**src/rtl/alu_seq.sv**
```systemverilog
`default_nettype none
// ============================================================================
//  Module   : alu_seq
//  Purpose  : Handshaked datapath ALU. Add/sub/and/not and three shifts
//             complete in one cycle; multiply runs as WIDTH shift-add steps.
//             Result and 3-bit status flags are registered.
//  Revision : 1.0  initial release
// ============================================================================
module alu_seq #(
  parameter int WIDTH = 16
) (
  input  logic             clk,
  input  logic             reset,
  input  logic             in_valid,
  output logic             in_ready,
  input  logic [WIDTH-1:0] Ain,
  input  logic [WIDTH-1:0] Bin,
  input  logic [2:0]       ALUop,
  output logic             out_valid,
  output logic [WIDTH-1:0] out,
  output logic [2:0]       Z
);

  localparam int SHW = $clog2(WIDTH);
  localparam int CW  = SHW + 1;   // count must reach WIDTH itself
  localparam int MSB = WIDTH - 1;

  localparam logic [CW-1:0] CNT_INIT = CW'(WIDTH);
  localparam logic [CW-1:0] CNT_ONE  = CW'(1);

  localparam logic [2:0] OP_ADD = 3'b000;
  localparam logic [2:0] OP_SUB = 3'b001;
  localparam logic [2:0] OP_AND = 3'b010;
  localparam logic [2:0] OP_NOT = 3'b011;
  localparam logic [2:0] OP_SHL = 3'b100;
  localparam logic [2:0] OP_SHR = 3'b101;
  localparam logic [2:0] OP_ASR = 3'b110;
  localparam logic [2:0] OP_MUL = 3'b111;

  typedef enum logic [0:0] {
    S_IDLE = 1'b0,
    S_MUL  = 1'b1
  } state_t;

  state_t               state_q, state_d;
  logic [CW-1:0]        count_q, count_d;
  logic [2*WIDTH-1:0]   mcand_q, mcand_d;   // multiplicand, shifted left each step
  logic [WIDTH-1:0]     mplier_q, mplier_d; // multiplier, shifted right each step
  logic [2*WIDTH-1:0]   acc_q, acc_d;
  logic [WIDTH-1:0]     out_q, out_d;
  logic [2:0]           z_q, z_d;
  logic                 vld_q, vld_d;

  logic [SHW-1:0]       shamt;
  logic [WIDTH-1:0]     sc_res;
  logic                 sc_ovf;
  logic [2*WIDTH-1:0]   acc_step;

  assign shamt    = Bin[SHW-1:0];
  assign in_ready = (state_q == S_IDLE);
  assign out_valid = vld_q;
  assign out       = out_q;
  assign Z         = z_q;

  // Single-cycle result and overflow for the non-multiply opcodes
  always_comb begin
    sc_res = '0;
    sc_ovf = 1'b0;
    case (ALUop)
      OP_ADD: begin
        sc_res = Ain + Bin;
        sc_ovf = (Ain[MSB] == Bin[MSB]) && (sc_res[MSB] != Ain[MSB]);
      end
      OP_SUB: begin
        sc_res = Ain - Bin;
        sc_ovf = (Ain[MSB] != Bin[MSB]) && (sc_res[MSB] == Bin[MSB]);
      end
      OP_AND: sc_res = Ain & Bin;
      OP_NOT: sc_res = ~Bin;
      OP_SHL: sc_res = Ain << shamt;
      OP_SHR: sc_res = Ain >> shamt;
      OP_ASR: sc_res = $unsigned($signed(Ain) >>> shamt);
      default: sc_res = '0;
    endcase
  end

  // One shift-add step: add the shifted multiplicand when the multiplier LSB is set
  always_comb begin
    acc_step = mplier_q[0] ? (acc_q + mcand_q) : acc_q;
  end

  // Next-state logic: accept, single-cycle writeback, iterative multiply
  always_comb begin
    state_d  = state_q;
    count_d  = count_q;
    mcand_d  = mcand_q;
    mplier_d = mplier_q;
    acc_d    = acc_q;
    out_d    = out_q;
    z_d      = z_q;
    vld_d    = 1'b0;
    case (state_q)
      S_IDLE: begin
        if (in_valid) begin
          if (ALUop == OP_MUL) begin
            mcand_d  = {{WIDTH{1'b0}}, Ain};
            mplier_d = Bin;
            acc_d    = '0;
            count_d  = CNT_INIT;
            state_d  = S_MUL;
          end else begin
            out_d = sc_res;
            z_d   = {sc_ovf, sc_res[MSB], (sc_res == '0)};
            vld_d = 1'b1;
          end
        end
      end
      S_MUL: begin
        acc_d    = acc_step;
        mcand_d  = mcand_q << 1;
        mplier_d = mplier_q >> 1;
        count_d  = count_q - CNT_ONE;
        if (count_q == CNT_ONE) begin
          out_d   = acc_step[WIDTH-1:0];
          z_d     = {(|acc_step[2*WIDTH-1:WIDTH]), acc_step[MSB],
                     (acc_step[WIDTH-1:0] == '0)};
          vld_d   = 1'b1;
          state_d = S_IDLE;
        end
      end
      default: state_d = S_IDLE;
    endcase
  end

  // State register; reset also aborts any multiply in flight
  always_ff @(posedge clk) begin
    if (reset) begin
      state_q  <= S_IDLE;
      count_q  <= '0;
      mcand_q  <= '0;
      mplier_q <= '0;
      acc_q    <= '0;
      out_q    <= '0;
      z_q      <= '0;
      vld_q    <= 1'b0;
    end else begin
      state_q  <= state_d;
      count_q  <= count_d;
      mcand_q  <= mcand_d;
      mplier_q <= mplier_d;
      acc_q    <= acc_d;
      out_q    <= out_d;
      z_q      <= z_d;
      vld_q    <= vld_d;
    end
  end

endmodule
`default_nettype wire

```
**config.mk**
```make
export PLATFORM = sky130hd
export DESIGN_NAME = alu_seq
export DESIGN_NICKNAME = d
export VERILOG_FILES = /design/src/rtl/alu_seq.sv
export SDC_FILE = /design/constraint.sdc
export NUM_CORES = 1
export LEC_CHECK = 0
export ABC_AREA = 1
export ABC_CLOCK_PERIOD_IN_PS = 2900
export CAP_MARGIN = 20
export CORE_UTILIZATION = 25
export DETAILED_ROUTE_END_ITERATION = 10
export DONT_BUFFER_PORTS = 1
export SYNTH_ARGS = -nofsm -noshare
export SYNTH_HDL_FRONTEND = slang
export SYNTH_SLANG_ARGS = --single-unit
export TNS_END_PERCENT = 1
```
**constraint.sdc**
```tcl
create_clock -name clk -period 2.9 [get_ports clk]
set_clock_uncertainty 0.05 [all_clocks]
set_input_delay 0.29 -clock clk [delete_from_list [all_inputs] [get_ports clk]]
set_output_delay 0.29 -clock clk [all_outputs]
set_load 0.03 [all_outputs]
```
==> results.json, run 1 <==
{
  "timing.fmax_mhz": 379,
  "period_share": 0.910,
  "ios": 59,
  "grt_pass1_wl_mm": 62.1,
  "core.rowCount": 74,
  "dp.cells": 2329,
  "synth_simple_gate_area_frac": 0.402,
  "vdd_drop_max_v": 0.000233,
  "io_buffers": 0,
  "avgSynthCellArea_um2": 5.59,
  "wirelength_mm": 40.1,
  "setup_tns_ns": 0,
  "cts_num_sinks": 105,
  "fin_area_um2": 11200,
  "holdWs_ns": 0.0173,
  "nets": 1917,
  "gp_congestion": 0.987,
  "synth_nets": 1952,
  "ys_seq_elements": 105,
  "hold_viol_final": 0,
  "synth_xor_area_frac": 0.0144,
  "worst_pin_slew_ns": 0.836,
  "stdcell_count": 2347,
  "clk_pin_slew_ns": 0.08,
  "yosysWarnings": 0,
  "drt_iter0_markers": 887,
  "crit_required_ns": 3.16,
  "clk_path_buf_depth": 2,
  "yosys_most_used_dff": "dfxtp_1",
  "setup_viol_count_final": 0,
  "status": "completed",
  "power.leakage_nw": 5.35,
  "cts_tree": "done",
  "slew_viol_final": 0,
  "synth_top_cell_by_area": "nand2_1",
  "path_max_fanout": 3,
  "yosys.area.top_type_share": 0.251,
  "muxShareOfSynthArea": 0.00194,
  "rrSetupSlack_ns": 0.26,
  "drt_first_pass_iters": 5,
  "dpl-instance-area_um2": 10900,
  "ys_seq_area_frac": 0.204,
  "synthAdderAreaFrac": 0.0859,
  "grt_pass1_vias": 11000,
  "antenna_found_initial": 0,
  "diodes": 0,
  "power_density_nw_per_um2": 338,
  "wire_per_inst_um": 17.1,
  "synth_compound_area_frac": 0.180,
  "rsz0062_at_grt": "false",
  "grt_usage": 0.192,
  "cts.htree.levels": 3,
  "fin_crit_ns": 2.64,
  "path_class": "reg -> reg",
  "die_w_um": 205,
  "multi_input_area_um2": 7080,
  "worst_ep_arrival_time_ns": 2.90,
  "hp-class": "in -> reg",
  "yosysUniqueCellTypes": 48,
  "start_util": 0.253,
  "synthCells": 1845,
  "ys_async_sr_fraction": 0,
  "synthTopCellsByArea": "nand2_1, dfxtp_1, inv_1",
  "synth_top_family_by_area": "simple AND/OR/NAND/NOR gates",
  "fillCellCount": 4690,
  "insertion_delay_ns": 0.37,
  "route.detailed.drc": 0,
  "final_layout_size_suffix_gt1_frac": 0.0380,
  "hpwl_mm": 31.4,
  "cts_root_buf": "clkbuf_16",
  "die_h_um": 205,
  "synth_edf_count": 0,
  "slew_headroom": 0.443,
  "power_mw": 3.80,
  "cts_inserted_buffers": 9,
  "coreArea_um2": 40700,
  "die-area_um2": 42100,
  "syn_area_um2": 10300,
  "area_growth_pct": 8.99,
  "via_per_inst": 5.03,
  "postRouteAntennaNets": 0,
  "drv_cap": 0,
  "critical_path.startpoint_type": "flip-flop",
  "via_count": 11800,
  "grt_max_degree": 82,
  "seq_area_um2": 2100,
  "grt_remaining_overflow": 0,
  "crit_path_end_kind": "flip-flop"
}
## cells by family after synthesis
kind of cell / count (synthesis)
compound gates: 326
xor+xnor: 17
fa+ha+maj: 69
buf+inv: 301
flops: 105
mux: 2
simple gates: 1025
## report_power, final
| group | internal [mW] | switching, mW |
|---|---|---|
| logic | 0.277 | 0.633 |
| clock network | 0.689 | 0.633 |
| registers | 1.48 | 0.0858 |
## metal layers
metal | global-route usage | up-vias | share of wire
met4 | 0.0548 | 0 | 0.023
met1 | 0.264 | 5487 | 0.46
met5 | 0 | - | 0
met2 | 0.312 | 394 | 0.45
met3 | 0.0213 | 54 | 0.068
li1 | - | 5862 | -
## registers in the layout, summed over array words and instances (netlist names)
signal / count
acc_q: 32
mcand_q: 32
mplier_q: 16
out: 15
count_q: 5
Z: 3
out_valid: 1
state_q: 1
## cell type report
class                      count  area share
clock buffer                   9      0.0200
clock inverter                 7     0.00768
inverter                     227      0.0758
multi-input combinational   1439       0.630
sequential                   105       0.187
tap                          532      0.0592
timing repair buffer          28      0.0207
## per-stage QoR
stage | utilization | setup WS [ns]
finish | 0.276 | 0.261
floorplan | - | 0.435
detailed placement | 0.267 | 0.154
CTS | 0.275 | 0.115
global placement | 0.267 | 0.180
global route | 0.276 | 0.0403
## worst max-delay path, stage by stage, from the launching register on
cell	delay, ns
dfxtp_1	0.35
ha_1	0.22
fa_2	0.46
a211oi_1	0.47
nand3b_1	0.19
nor3_1	0.21
nand3_1	0.13
nor2_1	0.11
nand2_1	0.07
nor2_1	0.10
nor2_1	0.06
a21oi_1	0.15
## cells in the mapped netlist, types with 2 or more instances
master	n
ha_1	66
a21oi_1	131
xor2_1	3
nor3_2	2
nand3b_1	9
o2111ai_1	2
a2111oi_0	2
o21a_1	4
o21ai_1	5
clkbuf_1	48
nand2_1	690
o22ai_1	7
o211ai_1	9
a22oi_1	15
xnor2_1	14
nor3_1	13
or2_2	7
nor2_1	160
dfxtp_1	105
nand3_1	124
mux2i_1	2
inv_2	5
fa_1	3
o21bai_1	5
buf_1	6
inv_1	222
a31oi_1	30
nand4_1	12
buf_2	17
a21o_1	3
o221ai_1	2
o21ai_0	93
and3_1	2
and2_1	2
a21boi_0	6
a211oi_1	7
## worst paths after layout
path	to	from	depth (start not counted)
min	mplier_q[5]$_SDFFE_PP0P_	Bin[5]	2
max reg2reg	Z[0]$_SDFFE_PP0P_	mcand_q[0]$_SDFFE_PP0P_	11
min reg2reg	mplier_q[8]$_SDFFE_PP0P_	mplier_q[8]$_SDFFE_PP0P_	2
max	Z[0]$_SDFFE_PP0P_	mcand_q[0]$_SDFFE_PP0P_	11
## placed cells by master, fill, tap and decap left out, drive strengths merged, types with 9 or more instances in the layout
cell type  synthesis  final
o21ai             98     98
nand3b             9      9
a22oi             15     15
inv              227    230
clkbuf            49      9
a21oi            132    132
nor3              16     16
xnor2             14     14
nand3            124    124
buf               25     27
o211ai            10     10
nand4             12     12
nor2             160    160
ha                66     66
dfxtp            105    105
nand2            690    690
a31oi             30     30
## timing repair
| action | in CTS | in global routing |
|---|---|---|
| setup buffers | 0 | 0 |
| endpoints found under the setup margin | 0 | 1 |
| gates resized for setup | 0 | 7 |
| hold endpoints to repair | 81 | 0 |
| hold buffers | 2 | 0 |
No activity file was read; power rests on OpenSTA's default activity.
==> inputs of run 2 (changes only) <==
- GPL_ROUTABILITY_DRIVEN: not set -> 0
==> results.json, run 2 (synthesis gave the netlist of run 1 again) <==
{
  "postCtsSetupBuffers": 0,
  "cts_tree": "done",
  "setup_tns_ns": 0,
  "slew_headroom": 0.319,
  "grt_max_degree": 83,
  "drv_cap": 0,
  "die_w_um": 205,
  "wire_per_inst_um": 16.4,
  "wirelength_mm": 38.4,
  "ios": 59,
  "clk_pin_slew_ns": 0.09,
  "final_common_cell": "nand2_1",
  "critical_path.startpoint_type": "flip-flop",
  "power_density_nw_per_um2": 339,
  "route.detailed.drc": 0,
  "rsz0062_at_grt": "false",
  "insertion_delay_ns": 0.38,
  "layout_common_cells": "nand2_1, inv_1, nor2_1, a21oi_1, nand3_1",
  "timing.fmax_mhz": 370,
  "via_per_inst": 5.07,
  "via_count": 11800,
  "cts.htree.levels": 3,
  "die_h_um": 205,
  "setup_slack_ns": 0.197,
  "period_share": 0.932,
  "setup_viol_count_final": 0,
  "worst_pin_slew_ns": 1.02,
  "grt_pass1_vias": 11000,
  "area_growth_pct": 8.22,
  "top_regs": "acc_q x32, mcand_q x32, mplier_q x16",
  "cts_root_buf": "clkbuf_16",
  "hpwl_mm": 29.8,
  "dp_slack_ns": 0.174,
  "diodes": 0,
  "antenna_found_initial": 1,
  "die-area_um2": 42100,
  "grt_pass1_wl_mm": 60.7,
  "hold_viol_final": 0,
  "crit_path_end_kind": "flip-flop",
  "slew_viol_final": 0,
  "path_max_fanout": 3,
  "io_buffers": 0,
  "fillCellCount": 4653,
  "crit_required_ns": 3.16,
  "start_util": 0.253,
  "worst_ep_arrival_time_ns": 2.97,
  "power.leakage_nw": 5.30,
  "dp.cells": 2320,
  "nets": 1908,
  "drt_iter0_markers": 1280,
  "fin_crit_ns": 2.70,
  "grt_remaining_overflow": 0,
  "status": "completed",
  "path_class": "reg -> reg",
  "rrSetupSlack_ns": 0.20,
  "drt_first_pass_iters": 6,
  "core.rowCount": 74,
  "coreArea_um2": 40700,
  "clk_path_buf_depth": 2,
  "stdcell_count": 2338,
  "final_layout_size_suffix_gt1_frac": 0.0310,
  "hp-class": "in -> reg",
  "cts_inserted_buffers": 9,
  "postRouteAntennaNets": 0,
  "cts_num_sinks": 105,
  "vdd_drop_max_v": 0.000213,
  "grt_usage": 0.184
}
run 2: changes by cell type in the layout (fill, tap and decap cells not counted), sizes merged:
cell,delta
buf,-9
clkbuf,+1
clkinvlp,-1
run 2: timing repair:
item | CTS | global route
setup endpoints to repair | 0 | 1
resized for setup | 0 | 3
hold buffers | 2 | 0
hold endpoints to repair | 82 | 0
run 2: per-stage QoR:
step	util	instance area [µm²]	power, mW	hold slack [ns]
after global placement	0.265	10800	2.42	0.341
after detailed placement	0.265	10800	2.43	0.344
final	0.274	11200	3.79	0.0150
after CTS	0.274	11200	3.78	0.00929
after floorplan	-	10300	2.22	0.385
after global routing	0.274	11200	3.97	0.0260
run 2: final timing paths:
path,startpoint,endpoint,cells after the start
hold reg to reg,mplier_q[8]$_SDFFE_PP0P_,mplier_q[8]$_SDFFE_PP0P_,2
setup / recovery,mcand_q[0]$_SDFFE_PP0P_,Z[0]$_SDFFE_PP0P_,11
hold / removal,Bin[11],mplier_q[11]$_SDFFE_PP0P_,2
setup reg to reg,mcand_q[0]$_SDFFE_PP0P_,Z[0]$_SDFFE_PP0P_,11
run 2: final cells by class:
type                            count  area, µm²  area share
Tap cell                          532        666      0.0596
Clock buffer                       10        239      0.0214
Timing Repair Buffer               19        165      0.0148
Multi-Input combinational cell   1439       7070       0.633
Sequential cell                   105       2100       0.188
Inverter                          227        852      0.0763
Clock inverter                      6       73.8     0.00661
run 2: layer usage:
layer | vias to the layer above | global-route usage | routed length [µm]
met4 | 0 | 0.0786 | 1460
met3 | 86 | 0.0304 | 3380
met2 | 526 | 0.281 | 16400
met1 | 5387 | 0.253 | 17100
li1 | 5848 | - | -
met5 | - | 0 | 0
run 2: where the power goes:
group	switching [mW]	leakage [nW]	internal (mW)
sequential	0.0844	0.852	1.48
combinational	0.614	4.30	0.265
clock	0.633	0.154	0.707
run 2: worst max-delay path, cell delays in order (launching register included):
cell and delay [ns]:
dfxtp_1 0.38, ha_1 0.23, fa_2 0.47, a211oi_1 0.47, nand3b_1 0.18, nor3_1 0.23
nand3_1 0.12, nor2_1 0.13, nand2_1 0.07, nor2_1 0.10, nor2_1 0.06, a21oi_1 0.14
==> inputs of run 3 (changes only) <==
- ABC_CLOCK_PERIOD_IN_PS: 2900 -> 3000
- CAP_MARGIN: 20 -> 25
- clock period: 2.9 -> 3 ns (I/O delays scaled with it)
==> results.json, run 3 (synthesis gave the netlist of run 1 again) <==
{
  "status": "completed",
  "cts.htree.levels": 3,
  "grtUsageMet2": 0.285,
  "start_util": 0.253,
  "timing.fmax_mhz": 374,
  "postRouteAntennaNets": 0,
  "top_regs": "acc_q x32, mcand_q x32, mplier_q x16",
  "grt_max_degree": 82,
  "power_mw": 3.60,
  "power.leakage_nw": 5.29,
  "multi_input_area_um2": 7060,
  "setup_viol_count_final": 0,
  "vdd_drop_max_v": 0.000217,
  "grt_usage": 0.183,
  "rsz0062_at_grt": "false",
  "slew_viol_final": 0,
  "grt_pass1_wl_mm": 60.1,
  "hpwl_mm": 29.8,
  "dp.cells": 2320,
  "finish.utilization": 0.274,
  "worst_pin_slew_ns": 0.820,
  "antenna_found_initial": 1,
  "stdcell_count": 2337,
  "period_share": 0.892,
  "diodes": 0,
  "insertion_delay_ns": 0.37,
  "crit_required_ns": 3.19,
  "core.rowCount": 74,
  "hp-class": "in -> reg",
  "area_growth_pct": 8.21,
  "grt_remaining_overflow": 0,
  "worst_ep_arrival_time_ns": 2.86,
  "via_count": 11900,
  "die_w_um": 205,
  "grt_pass1_vias": 11000,
  "clk_path_buf_depth": 2,
  "layout_common_cells": "nand2_1, inv_1, nor2_1, a21oi_1, nand3_1",
  "ios": 59,
  "drt_iter0_markers": 1417,
  "seq_area_um2": 2100,
  "die-area_um2": 42100,
  "nets": 1908,
  "cts_num_sinks": 105,
  "slew_headroom": 0.453,
  "grt.met1_usage": 0.246,
  "grt_util_met3": 0.0347,
  "hold_viol_final": 0,
  "path_max_fanout": 4,
  "coreArea_um2": 40700,
  "wire_per_inst_um": 16.5,
  "fin_area_um2": 11200,
  "cts_tree": "done",
  "via_per_inst": 5.09,
  "crit_path_end_kind": "flip-flop",
  "setup_tns_ns": 0,
  "final_common_cell": "nand2_1",
  "power_density_nw_per_um2": 323,
  "clk_pin_slew_ns": 0.08,
  "final_layout_size_suffix_gt1_frac": 0.0288,
  "route.detailed.drc": 0,
  "cts_inserted_buffers": 9,
  "fin_crit_ns": 2.68,
  "critical_path.startpoint_type": "flip-flop",
  "fillCellCount": 4636,
  "drv_cap": 0,
  "drt_first_pass_iters": 5,
  "wirelength_mm": 38.5,
  "cts_root_buf": "clkbuf_16",
  "busiest_layer": "met2",
  "path_class": "reg -> reg",
  "die_h_um": 205,
  "dpl-instance-area_um2": 10800,
  "io_buffers": 0
}
[run 3: cell type report]
cell class,count,share of cell area
Timing Repair Buffer,19,0.0166
Tap cell,532,0.0596
Clock inverter,4,0.00482
Multi-Input combinational cell,1439,0.632
Clock buffer,11,0.0217
Sequential cell,105,0.188
Inverter,227,0.0763
[run 3: where the power goes]
group          total (mW)  switching, mW  internal [mW]
combinational       0.854          0.595          0.258
sequential           1.52         0.0835           1.43
clock                1.23          0.564          0.668
[run 3: timing repair]
item | CTS | global route
hold buffers | 2 | 0
endpoints found under the hold margin | 81 | 0
setup endpoints to repair | 0 | 1
resized for setup | 0 | 1
setup buffers | 0 | 0
[run 3: path summary, 6_finish.rpt]
check                              end  slack, ns                startpoint  cells past startpoint
max                  Z[2]$_SDFFE_PP0P_       0.32  mcand_q[10]$_SDFFE_PP0P_                     16
min          mplier_q[15]$_SDFFE_PP0P_       0.03                   Bin[15]                      2
max reg2reg          Z[2]$_SDFFE_PP0P_       0.32  mcand_q[10]$_SDFFE_PP0P_                     16
min reg2reg   mplier_q[9]$_SDFFE_PP0P_       0.42  mplier_q[9]$_SDFFE_PP0P_                      2
[run 3: metal layers]
layer | part of all wire | routed length [µm] | up-vias
li1 | - | - | 5846
met1 | 0.44 | 16900 | 5425
met2 | 0.43 | 16600 | 540
met3 | 0.092 | 3550 | 88
met4 | 0.036 | 1400 | 2
met5 | 0.00034 | 13 | -
[run 3: critical path, cell delays in order, from the launching register on]
cell,delay (ns)
dfxtp_1,0.34
ha_1,0.40
nand2_1,0.15
nor2_1,0.18
nand3_1,0.11
nand3b_1,0.24
nand2_1,0.16
nand2_1,0.10
nand2_1,0.06
nand3_1,0.13
nand2_1,0.10
nor2_1,0.15
nand2_1,0.06
nor2_1,0.10
nand3_1,0.07
nand2_1,0.08
a21oi_1,0.06
[run 3: through the flow]
| stage | worst slack (ns) | hold slack (ns) |
|---|---|---|
| finish | 0.324 | 0.0313 |
| global placement | 0.289 | 0.351 |
| floorplan | 0.525 | 0.392 |
| CTS | 0.260 | 0.0144 |
| detailed placement | 0.274 | 0.353 |
| global route | 0.0688 | 0.0230 |
